File: src/rtl/pe_result_collector_pkg.sv
// Shared definitions for the PE result return path: array geometry, payload width,
// collector state encoding and the round-robin pointer helper.
package pe_result_collector_pkg;

  localparam int PE_ROWS         = 4;
  localparam int PE_COLS         = 4;
  localparam int COLL_NUM_PE     = PE_ROWS * PE_COLS;
  localparam int COLL_DATA_WIDTH = 32;

  typedef enum logic [1:0] {
    ST_IDLE    = 2'd0,
    ST_COLLECT = 2'd1,
    ST_DRAIN   = 2'd2,
    ST_DONE    = 2'd3
  } coll_state_e;

  // Pointer moves just past the granted channel, wrapping for any channel count.
  function automatic int unsigned rr_wrap_inc(input int unsigned idx, input int unsigned n);
    return (idx + 1 >= n) ? 0 : idx + 1;
  endfunction

endpackage

File: src/rtl/pe_result_collector_rr_arbiter.sv
// Round-robin arbiter: first requester at/after the pointer wins. Pure combinational,
// shared with the dispatch side.
module pe_result_collector_rr_arbiter #(
  parameter int N  = 16,
  parameter int IW = (N > 1) ? $clog2(N) : 1
) (
  input  logic [N-1:0]  i_req,
  input  logic [IW-1:0] i_ptr,
  output logic [N-1:0]  o_grant,
  output logic [IW-1:0] o_idx,
  output logic          o_any
);

  always_comb begin
    int j;
    j       = 0;
    o_grant = '0;
    o_idx   = '0;
    o_any   = 1'b0;
    for (int k = 0; k < N; k++) begin
      j = int'(i_ptr) + k;
      if (j >= N) j = j - N;
      if (!o_any && i_req[j]) begin
        o_any      = 1'b1;
        o_grant[j] = 1'b1;
        o_idx      = IW'(j);
      end
    end
  end

endmodule

File: src/rtl/pe_result_collector.sv
// Gathers per-PE results into one {pe_id,data} stream through a small FIFO and
// signals done once the expected number of results has been accepted and drained.
module pe_result_collector
  import pe_result_collector_pkg::*;
#(
  parameter int NUM_PE     = COLL_NUM_PE,
  parameter int DATA_WIDTH = COLL_DATA_WIDTH,
  parameter int FIFO_DEPTH = 4,
  parameter int CNT_WIDTH  = 16,
  localparam int PW        = (NUM_PE > 1) ? $clog2(NUM_PE) : 1
) (
  input  logic                         clk,
  input  logic                         rst_n,
  input  logic                         start,
  input  logic [CNT_WIDTH-1:0]         expected_count,
  input  logic [NUM_PE*DATA_WIDTH-1:0] pe_result_data,
  input  logic [NUM_PE-1:0]            pe_result_valid,
  output logic [NUM_PE-1:0]            pe_result_ready,
  output logic [DATA_WIDTH-1:0]        result_data,
  output logic [PW-1:0]                result_pe_id,
  output logic                         result_valid,
  input  logic                         result_ready,
  output logic                         busy,
  output logic                         done,
  output logic [CNT_WIDTH-1:0]         collected_count
);

  localparam int AW = $clog2(FIFO_DEPTH);

  coll_state_e          r_state, w_nxt;
  logic [PW-1:0]        r_ptr;
  logic [CNT_WIDTH-1:0] r_expected, r_count, w_cnt_inc;
  logic [AW:0]          r_wr, r_rd;
  logic [DATA_WIDTH-1:0] r_mem_data [FIFO_DEPTH];
  logic [PW-1:0]         r_mem_id   [FIFO_DEPTH];

  logic              w_full, w_empty, w_arb_en, w_accept, w_pop, w_start;
  logic [NUM_PE-1:0] w_req, w_gnt;
  logic [PW-1:0]     w_gnt_idx;

  // Extra wrap bit distinguishes full from empty when the index bits match.
  assign w_empty   = (r_wr == r_rd);
  assign w_full    = (r_wr[AW] != r_rd[AW]) && (r_wr[AW-1:0] == r_rd[AW-1:0]);
  assign w_cnt_inc = r_count + CNT_WIDTH'(1);
  assign w_start   = (r_state == ST_IDLE) && start;
  assign w_arb_en  = (r_state == ST_COLLECT) && !w_full && (r_count < r_expected);
  assign w_req     = pe_result_valid & {NUM_PE{w_arb_en}};
  assign w_pop     = !w_empty && result_ready;

  pe_result_collector_rr_arbiter #(.N(NUM_PE), .IW(PW)) u_arb (
    .i_req   (w_req),
    .i_ptr   (r_ptr),
    .o_grant (w_gnt),
    .o_idx   (w_gnt_idx),
    .o_any   (w_accept)
  );

  assign pe_result_ready = w_gnt;

  always_comb begin
    w_nxt = r_state;
    case (r_state)
      ST_IDLE:    if (start) w_nxt = (expected_count == '0) ? ST_DONE : ST_COLLECT;
      ST_COLLECT: if (w_accept && (w_cnt_inc == r_expected)) w_nxt = ST_DRAIN;
      ST_DRAIN:   if (w_empty) w_nxt = ST_DONE;
      ST_DONE:    w_nxt = ST_IDLE;
      default:    w_nxt = ST_IDLE;
    endcase
  end

  always_ff @(posedge clk or negedge rst_n) begin
    if (!rst_n) begin
      r_state    <= ST_IDLE;
      r_ptr      <= '0;
      r_expected <= '0;
      r_count    <= '0;
      r_wr       <= '0;
      r_rd       <= '0;
    end else begin
      r_state <= w_nxt;
      if (w_start) begin
        r_expected <= expected_count;
        r_count    <= '0;
      end else if (w_accept) begin
        r_count <= w_cnt_inc;
      end
      if (w_accept) begin
        r_ptr <= PW'(rr_wrap_inc(32'(w_gnt_idx), NUM_PE));
        r_wr  <= r_wr + 1'b1;
      end
      if (w_pop) r_rd <= r_rd + 1'b1;
    end
  end

  // Payload storage needs no reset; occupancy is tracked by the pointers alone.
  always_ff @(posedge clk) begin
    if (w_accept) begin
      r_mem_data[r_wr[AW-1:0]] <= pe_result_data[w_gnt_idx*DATA_WIDTH +: DATA_WIDTH];
      r_mem_id[r_wr[AW-1:0]]   <= w_gnt_idx;
    end
  end

  assign result_data     = r_mem_data[r_rd[AW-1:0]];
  assign result_pe_id    = r_mem_id[r_rd[AW-1:0]];
  assign result_valid    = !w_empty;
  assign busy            = (r_state != ST_IDLE);
  assign done            = (r_state == ST_DONE);
  assign collected_count = r_count;

endmodule
File: config.mk
export PLATFORM = sky130hd
export DESIGN_NAME = pe_result_collector
export DESIGN_NICKNAME = d
export VERILOG_FILES = /design/src/rtl/pe_result_collector_pkg.sv /design/src/rtl/pe_result_collector_rr_arbiter.sv /design/src/rtl/pe_result_collector.sv
export SDC_FILE = /design/constraint.sdc
export NUM_CORES = 1
export LEC_CHECK = 0
export BUFFER_PORTS_ARGS = -buffer_cell sky130_fd_sc_hd__buf_2
export CORE_AREA = 2 2 242 244
export CTS_CLUSTER_DIAMETER = 100
export DETAILED_ROUTE_END_ITERATION = 10
export DIE_AREA = 0 0 244 246
export HOLD_SLACK_MARGIN = 0.08
export MAX_ROUTING_LAYER = met4
export PLACE_DENSITY_LB_ADDON = 0.1
export SLEW_MARGIN = 40
export SYNTH_ARGS = -nofsm -noshare
export SYNTH_HDL_FRONTEND = slang
export SYNTH_SLANG_ARGS = --single-unit
File: constraint.sdc
create_clock -name clk -period 7.2 [get_ports clk]
set_input_delay 1.8 -clock clk [delete_from_list [all_inputs] [get_ports clk]]
set_output_delay 1.8 -clock clk [all_outputs]
set_load 0.02 [all_outputs]
==> impl_results.md <==
* Slowest stage delay, CP at 0.48 ns
* Clock Tree Buf Depth at 2
* GRT Overall Usage at 30.6%
* Final period utilization at 97.4%
* Async SR Flop Fraction at 23.4%
* CP cell instances: buf_2 -> mux4_2 -> a22o_1 -> a221o_1 -> nor2_1 -> buf_4 -> nand4_1 -> buf_4 -> nor3_1 -> buf_4 -> nand2_1 -> buf_4 -> o2111ai_1 -> nor3_1 -> nand3_1 -> buf_2
* Post-synth EDFFs at 144
* Total Negative Setup Slacks at 0 ns
* Max-slew violation count at 0
* Post-synth cell types at 91
* Post-Route WL at 92,700 um
* Detailed Place HPWL at 74,600 um
* Worst slack at placement at 0.0343 ns
* Placeable core region at 57,400 um2
* Residual DRC at 0
* H-tree Lvls at 4
* Grt ovf at 0
* Total CTS buffers at 17
* Initial Util at 32.7%
* Vias in the first global route at 19,400
* YS warnings at 0
* Crit-path slowest cell: mux4_2
* First-pass GRT wire length at 132,000 um
* Worst Path Arrival at 5.22 ns
* Routability cong. at 0.961
* Synthesized instance count at 1,879
* Die area at 60,000 um2
* Setup Skew at 0.0147 ns
* Design area at 24,900 um2
* Worst Path Max Fanout at 10
* Via count at 19,700
* Drt pass-1 iters at 7
* Status: complete, no violations
* CP Launch Type: primary input
* DP Area at 24,300 um2
* Cell mode on critical path: buf_4
* Leading area contributor after synthesis: edfxtp_1
* Final worst setup slack at 0.185 ns
* Endpoint class of the critical path: output port
* Syn nets at 2,474
* Max-cap viol count at 0
* RSZ-0062 raised after global routing: no
* Clk pin slew, worst setup/hold paths at 0.07 ns
* Area share of the largest cell type after synthesis at 23.1%
* Worst path required time at 5.40 ns
* Buf+Inv Stages, Crit Path at 6
* Fmax at 143 MHz
* Final number of setup-violating endpoints at 0
* Largest delay contributor family on the critical path: buffers and inverters
* Antenna viol nets, final at 0
* Fin crit period at 7.02 ns
* WS Path Type: primary input to output port
* Final Util at 43.5%
* Top FF cell, synth: edfxtp_1
* Cell Area, Synth at 18,800 um2
* Initial DRC count at 1,706
* Via density at 5.84
* Synth Register Bits at 188
* Slew @ Worst Pin at 0.884 ns
* Seq/Total Area, Yosys at 28.9%
* Chip width at 244 um
* Largest net degree at the start of global routing at 66
* Syn avg cell area at 9.98 um2
* Final hold vios at 0
* Rows at 88
* Port Buffers at 618
* Num ports at 619
* Final nets at 3,188
* Antenna violations before repair at 2
* Setup repair bufs after CTS at 0
* Wire length per cell at 27.5 um
* Root Driver: clkbuf_16
* Clock sinks at 188
* TritonCTS clock tree: done
* Layout overhead on the synthesized area at 33.0%
* Class of the tightest hold or removal check: register to register
* Fraction of layout cells with a size suffix above 1 at 42.6%
* Clock Latency Late Sink at 0.45 ns
* Chip height at 246 um
* Rel. slew slack at 40.7%
* Most area-consuming cells after synthesis: edfxtp_1 23%, mux2i_1 12%, mux4_2 10%, dfrtp_1 5.9%, ha_1 3.1%
==> layout by cell type, fill, tap and decap left out, drive strengths merged, types with 19 or more instances in the layout <==
| cell | count |
|---|---|
| nor2b | 72 |
| dfrtp | 44 |
| or4 | 33 |
| o22ai | 29 |
| nor2 | 80 |
| a221oi | 66 |
| and3 | 83 |
| xor2 | 22 |
| o21ai | 49 |
| ha | 47 |
| buf | 893 |
| nand3 | 53 |
| edfxtp | 144 |
| a2111oi | 67 |
| a211oi | 73 |
| a21oi | 34 |
| xnor2 | 33 |
| nand2 | 143 |
| a31oi | 19 |
| mux2i | 225 |
| nor3 | 28 |
| mux4 | 84 |
| inv | 41 |
==> worst reg2reg max path, delay by kind of cell, from the launching register on <==
family | cells | cell delay (ns)
AO/OA/AOI/OAI | 2 | 0.31
adder cells (fa/ha/maj) | 2 | 0.64
buffers and inverters | 8 | 1.73
flip-flops | 1 | 0.43
multiplexers | 3 | 1.45
AND/OR/NAND/NOR | 7 | 1.72
==> synthesized netlist by cell type, types with 13 or more instances <==
| cell | count |
|---|---|
| edfxtp_1 | 144 |
| clkbuf_1 | 119 |
| dfrtp_1 | 44 |
| xor2_1 | 21 |
| buf_2 | 38 |
| o211ai_1 | 17 |
| o21ai_0 | 45 |
| xnor2_1 | 31 |
| and3_1 | 83 |
| inv_1 | 33 |
| buf_6 | 19 |
| nand3_1 | 52 |
| mux4_2 | 83 |
| nand4_1 | 13 |
| nor3_1 | 24 |
| a2111oi_0 | 67 |
| nor2b_1 | 72 |
| a21oi_1 | 33 |
| o22ai_1 | 28 |
| a221oi_1 | 33 |
| mux2_2 | 18 |
| a221oi_2 | 33 |
| nor2_1 | 79 |
| a211oi_1 | 71 |
| nand2_1 | 143 |
| mux2i_1 | 225 |
| a31oi_1 | 19 |
| ha_1 | 47 |
| or4_1 | 33 |
==> registers in the layout (all words and copies together) (netlist names) <==
| signal | flops |
|---|---|
| r_state | 2 |
| r_mem_data | 128 |
| r_wr | 3 |
| r_ptr | 4 |
| collected_count | 16 |
| r_rd | 3 |
| r_expected | 16 |
| r_mem_id | 16 |
==> layer usage <==
layer / global-route usage [%] / part of all wire (%) / up-vias / wire, um
met2: 48.6 / 47 / 866 / 43500
met4: 10.3 / 3.4 / 0 / 3170
met3: 3.97 / 5.9 / 111 / 5520
met1: 40.3 / 44 / 9819 / 40500
met5: - / 0 / - / 0
li1: - / - / 8908 / -
==> through the flow <==
step | cells | hold WS (ns)
floorplan | 1879 | 0.460
detailed placement | 3339 | 0.485
CTS | 3371 | 0.500
finish | 3372 | 0.493
global placement | 3339 | 0.475
global route | 3372 | 0.509
==> cells by family (layout without fill, tap and decap cells) <==
kind of cell	count (synthesis)	after routing	share of synthesized area [%]
XOR/XNOR	55	55	2.75
multiplexers	327	327	23.2
adder cells (fa/ha/maj)	47	47	3.14
other	0	1	0
buffers and inverters	235	962	5.96
AO/OA/AOI/OAI	455	455	19.6
AND/OR/NAND/NOR	572	572	16.5
flip-flops	188	188	28.9
==> final timing paths <==
path                                 startpoint                     endpoint  slack [ns]  cells after the start
max reg2reg                r_ptr[0]$_DFFE_PN0N_  r_mem_data[0][28]$_DFFE_PP_        0.62                     22
min in group asynchronous                 rst_n    r_expected[8]$_DFFE_PN0P_        1.47                      2
max                          pe_result_valid[8]           pe_result_ready[9]        0.18                     16
min reg2reg                 r_wr[2]$_DFFE_PN0N_          r_wr[2]$_DFFE_PN0N_        0.49                      1
min                         r_wr[2]$_DFFE_PN0N_          r_wr[2]$_DFFE_PN0N_        0.49                      1
max in group asynchronous                 rst_n          r_rd[1]$_DFFE_PN0P_        5.23                      2
==> repair_timing <==
action | 4_1_cts | 5_1_grt
gates resized for setup | 0 | 4
setup endpoints to repair | 0 | 10
hold buffers | 0 | 0
==> final cells by class <==
cell class                 count  area [um2]
antenna                        1        2.50
clock buffer                  18         429
clock inverter                14         159
fill                        5668       32400
inverter                      37         139
multi-input combinational   1456       12300
sequential                   188        5430
tap                          765         957
timing repair buffer         893        5510
Power is not shown: default switching activity piles up to over one toggle a cycle in this logic, so the estimate is an artifact.
